`config.mk`:
```
export PLATFORM = sky130hd
export DESIGN_NAME = tape_ear_mixer
export DESIGN_NICKNAME = d
export VERILOG_FILES = /design/src/rtl/tape_ear_mixer.sv
export SDC_FILE = /design/constraint.sdc
export NUM_CORES = 1
export LEC_CHECK = 0
export BUFFER_PORTS_ARGS = -buffer_cell sky130_fd_sc_hd__buf_2
export CAP_MARGIN = 20
export CORE_ASPECT_RATIO = 2
export CORE_MARGIN = 3
export CORE_UTILIZATION = 29
export DETAILED_ROUTE_END_ITERATION = 16
export GPL_TIMING_DRIVEN = 1
export PLACE_DENSITY_LB_ADDON = 0.08
export SYNTH_ARGS = -nofsm -noshare
export SYNTH_HDL_FRONTEND = slang
export SYNTH_SLANG_ARGS = --single-unit
```
`constraint.sdc`:
```
create_clock -name clk -period 3.6 [get_ports clk]
set_clock_uncertainty 0.1 [all_clocks]
set_input_delay 0 -clock clk [delete_from_list [all_inputs] [get_ports clk]]
set_output_delay 0 -clock clk [all_outputs]
set_load 0.005 [all_outputs]
```
`src/rtl/tape_ear_mixer.sv`:
```
// tape_ear_mixer: builds the ULA EAR input bit from the tape player output or a
// glitch-filtered external EAR pin, drives a tape-activity LED, mixes speaker/MIC
// into an 8-bit PCM level and converts it to a 1-bit sigma-delta DAC stream.
// Optional feature macro: TAPE_MONITOR_EN (adds the EAR level to the PCM mix).
module tape_ear_mixer #(
    parameter int unsigned CLK_HZ     = 28000000,
    parameter int unsigned ACT_MS     = 500,
    parameter int unsigned GLITCH_CYC = 16,
    parameter logic [7:0]  SPK_LVL    = 8'd128,
    parameter logic [7:0]  MIC_LVL    = 8'd32,
    parameter logic [7:0]  EAR_LVL    = 8'd64
) (
    input  logic       clk,
    input  logic       reset,
    input  logic       tape_in,
    input  logic       ear_ext,
    input  logic       speaker,
    input  logic       mic,
    output logic       ear_out,
    output logic       tape_led,
    output logic [7:0] pcm,
    output logic       dac_out
);

    localparam int unsigned ACT_TICKS = CLK_HZ / 1000 * ACT_MS;
    localparam int unsigned ACT_W     = $clog2(ACT_TICKS + 1);
    localparam int unsigned GL_W      = (GLITCH_CYC > 1) ? $clog2(GLITCH_CYC) : 1;

    localparam logic [ACT_W-1:0] ACT_RELOAD = ACT_W'(ACT_TICKS);
    localparam logic [GL_W-1:0]  GL_LAST    = GL_W'(GLITCH_CYC - 1);

`ifdef TAPE_MONITOR_EN
    localparam bit MONITOR = 1'b1;
`else
    // Constant-folds the monitor term away entirely.
    localparam bit MONITOR = 1'b0;
`endif

    logic             tape_q, tape_qq;
    logic             tape_edge;
    logic [ACT_W-1:0] act_cnt_q, act_cnt_d;
    logic             ext_s0_q, ext_s_q;
    logic             ext_filt_q, ext_filt_d;
    logic [GL_W-1:0]  glitch_q, glitch_d;
    logic             ear_d;
    logic [9:0]       sum;
    logic [7:0]       pcm_d;
    logic [8:0]       acc_q;

    assign tape_edge = tape_q ^ tape_qq;

    // Activity counter: reload on any tape edge (reload beats the decrement), saturate at 0.
    always_comb begin
        act_cnt_d = act_cnt_q;
        if (tape_edge) begin
            act_cnt_d = ACT_RELOAD;
        end else if (act_cnt_q != '0) begin
            act_cnt_d = act_cnt_q - 1'b1;
        end
    end

    // Glitch filter: accept a new external level only after GLITCH_CYC mismatching samples.
    always_comb begin
        ext_filt_d = ext_filt_q;
        glitch_d   = '0;
        if (ext_s_q != ext_filt_q) begin
            if (glitch_q == GL_LAST) begin
                ext_filt_d = ext_s_q;
            end else begin
                glitch_d = glitch_q + 1'b1;
            end
        end
    end

    // EAR select: tape wins while an edge is seen or the hold is still running.
    always_comb begin
        ear_d = ext_filt_q;
        if (tape_edge || (act_cnt_q != '0)) begin
            ear_d = tape_q;
        end
    end

    // Mixer with saturation to 8 bits.
    always_comb begin
        sum = 10'd0;
        if (speaker) begin
            sum = sum + {2'b00, SPK_LVL};
        end
        if (mic) begin
            sum = sum + {2'b00, MIC_LVL};
        end
        if (MONITOR && ear_out) begin
            sum = sum + {2'b00, EAR_LVL};
        end
        pcm_d = (sum > 10'd255) ? 8'hFF : sum[7:0];
    end

    // Tape synchronisation, activity hold and LED.
    always_ff @(posedge clk) begin
        if (reset) begin
            tape_q    <= 1'b0;
            tape_qq   <= 1'b0;
            act_cnt_q <= '0;
            tape_led  <= 1'b0;
        end else begin
            tape_q    <= tape_in;
            tape_qq   <= tape_q;
            act_cnt_q <= act_cnt_d;
            tape_led  <= (act_cnt_d != '0);
        end
    end

    // External EAR synchroniser and glitch filter state.
    always_ff @(posedge clk) begin
        if (reset) begin
            ext_s0_q   <= 1'b0;
            ext_s_q    <= 1'b0;
            ext_filt_q <= 1'b0;
            glitch_q   <= '0;
        end else begin
            ext_s0_q   <= ear_ext;
            ext_s_q    <= ext_s0_q;
            ext_filt_q <= ext_filt_d;
            glitch_q   <= glitch_d;
        end
    end

    // Registered outputs: EAR bit, PCM level and sigma-delta modulator.
    always_ff @(posedge clk) begin
        if (reset) begin
            ear_out <= 1'b0;
            pcm     <= 8'd0;
            acc_q   <= 9'd0;
            dac_out <= 1'b0;
        end else begin
            ear_out <= ear_d;
            pcm     <= pcm_d;
            acc_q   <= {1'b0, acc_q[7:0]} + {1'b0, pcm};
            dac_out <= acc_q[8];
        end
    end

endmodule
```
==> flow_summary.json <==
{
  "ys_seq_elements": 42,
  "grt_pass1_vias": 1676,
  "viasPerCell": 5.089,
  "clkSinkCount": 42,
  "layout_common_cells": "dfxtp_1, nor2_1, nor3_1, nor2b_1, xnor2_1",
  "final_max_slew_viol_count": 0,
  "crit_family": "simple AND/OR/NAND/NOR gates",
  "antenna_left": 0,
  "clockBufferDepth": 2,
  "drc": 0,
  "core_area_um2": 6621,
  "fin_setup_tns_ns": 0,
  "root_buffer": "clkbuf_16",
  "postCtsHoldBufs": 4,
  "cts_tree": "yes",
  "fin_nets": 249,
  "start_kind": "flop",
  "finalCritPeriodShare_pct": 83.69,
  "hold_class": "in2reg",
  "power_density_nw_per_um2": 610.5,
  "drt-total-wl_um": 4977,
  "dieArea_um2": 7913,
  "grt_antenna_before_repair": 0,
  "worstMarginPinSlew_ns": 0.5706,
  "seq_area_frac_synth_pct": 42.48,
  "syn2layout_area_growth_pct": 16.75,
  "overflow": 0,
  "period_minus_slack_ns": 3.013,
  "syn_inst": 221,
  "cts_max_level": 2,
  "synth.avg_cell_area_um2": 8.957,
  "path_class": "reg2reg",
  "grt_max_degree": 30,
  "start_util_pct": 29.89,
  "io_pins": 17,
  "num_antenna_cells": 0,
  "path_clk_slew_ns": 0.06,
  "ff2ff_path_depth": 9,
  "slew_headroom_pct": 61.61,
  "worstHoldPathCells": 2,
  "portBuffers": 10,
  "drtIter0Drc": 71,
  "r2r_start": "act_cnt_q[0]",
  "post-dp-hpwl_um": 3781,
  "min_to": "ext_filt_q",
  "fillers": 720,
  "final_common_cell": "dfxtp_1",
  "cts_inserted_buffers": 5,
  "place_congestion": 0.9529,
  "drt-pass1-iter-count": 4,
  "rsz0062_at_grt": "false",
  "num_rows": 42,
  "hold_ws_ns": 0.08614,
  "cts_setup_buffers": 0,
  "p_leak_nw": 0.9071,
  "dieHeight_um": 122.8,
  "path_buf_inv": 1,
  "cp.arrival_ns": 3.05,
  "worstSetupEndpointType": "flop",
  "drive_gt1_share_pct": 11.76,
  "ir_worst_vdd_v": 0.0003744,
  "max_cap_violations": 0,
  "die_w_um": 64.42,
  "detail_route.wl_per_cell_um": 15.27,
  "slowest_stage": "or4b_4",
  "track_usage_pct": 13.97,
  "vias": 1659,
  "synth_cell_types": 48,
  "critPathMaxStageDelay_ns": 0.51,
  "setup_viol": 0,
  "r2r_end": "tape_led",
  "worstPathMaxFanout": 5,
  "synth_area_um2": 1979,
  "cts_resized": 0,
  "yosys_warnings": 0,
  "status": "finished, final reports clean",
  "crit_required_ns": 3.64,
  "fmax_mhz": 331.9,
  "grt_pass1_wl_um": 8190,
  "clock_latency_ns": 0.29,
  "final_hold_viol_count": 0,
  "worstPathCellList": "inv_1 -> ha_1 -> or4b_4 -> or3_1 -> a21boi_1 -> o211ai_1 -> a2111oi_0 -> and4_1 -> a41oi_2",
  "hold_start": "reset",
  "reg2reg_slack_ns": 0.59
}
[final cells by class]
cell class	count	area (um^2)	area share, %
Multi-Input combinational cell	166	1059	45.80
Clock inverter	2	37.54	1.624
Inverter	4	15.01	0.6497
Timing Repair Buffer	18	120.1	5.198
Sequential cell	42	840.8	36.38
Tap cell	88	110.1	4.764
Clock buffer	6	128.9	5.577
[per-stage QoR]
stage,setup slack [ns],power (mW),cells,utilization (%),instance area [um^2]
after floorplan,0.9678,0.8117,226,-,1998
after global placement,0.6917,0.9144,314,31.78,2105
after detailed placement,0.6841,0.9095,314,31.78,2105
after CTS,0.6515,1.431,326,34.90,2311
after global routing,0.4661,1.487,326,34.90,2311
final,0.5873,1.411,326,34.90,2311
[layer usage]
metal / track usage (%) / wire length (um) / vias up
met1: 13.12 / 1702 / 783
met4: 10.99 / 340 / 0
met3: 2.839 / 184 / 23
met2: 25.58 / 2749 / 55
li1: - / - / 798
met5: 0 / 0 / -
[state kept, by name, indices dropped and copies added (netlist names)]
name	count
glitch_q	4
tape_led	1
ear_out	1
pcm	2
tape_qq	1
ext_filt_q	1
acc_q	4
ext_s_q	1
tape_q	1
ext_s0_q	1
dac_out	1
act_cnt_q	24
[how the worst max path moves through the flow]
stage | start | to | cells past startpoint
6_report | act_cnt_q[0] | tape_led | 9
3_3_place_gp | act_cnt_q[0] | tape_led | 9
4_1_cts | act_cnt_q[0] | tape_led | 9
2_1_floorplan | act_cnt_q[0] | tape_led | 9
5_1_grt | act_cnt_q[0] | tape_led | 9
3_5_place_dp | act_cnt_q[0] | tape_led | 9
[cell usage after synthesis (all sizes together)]
cell type   n  share of area, %
nand2       8               1.5
a31oi       3              0.95
o211ai      1              0.38
a2111oi     1              0.44
or4         7               2.8
ha          6               3.8
o31ai       4               1.5
buf        10               3.5
o311a       1              0.51
nor2       31               5.9
xor2        7               3.1
nand3       5               1.3
o21ai       6               1.5
o41ai       1              0.44
nor4        8               2.5
xnor2      11               4.9
nor2b      11               3.5
a21oi       9               2.3
a21boi      2              0.76
and3        3               1.2
or4b        2               1.2
nand2b      5               2.0
o21a        1              0.38
nand4       1              0.32
nor3       12               3.0
a22oi       1              0.38
nand4b      1              0.76
and4        2               1.0
inv         4              0.76
conb        1              0.19
o31a        1              0.44
clkbuf      4              0.76
or3         5               1.6
or2         1              0.32
mux2i       1              0.51
a41oi       1              0.82
dfxtp      42                42
a211oi      1              0.38
[power breakdown]
group          switching (mW)  internal, mW  leakage [nW]
Combinational           0.195         0.140         0.484
Sequential             0.0554         0.512         0.346
Clock                   0.181         0.327        0.0771
[cell families after synthesis]
family	share of synthesized area, %
AO/OA/AOI/OAI	11.19
XOR/XNOR	7.965
adder cells (fa/ha/maj)	3.793
buffers and inverters	4.993
flip-flops	42.48
multiplexers	0.5057
other	0.1895
AND/OR/NAND/NOR	28.89
(Power assumes the default switching activity.)
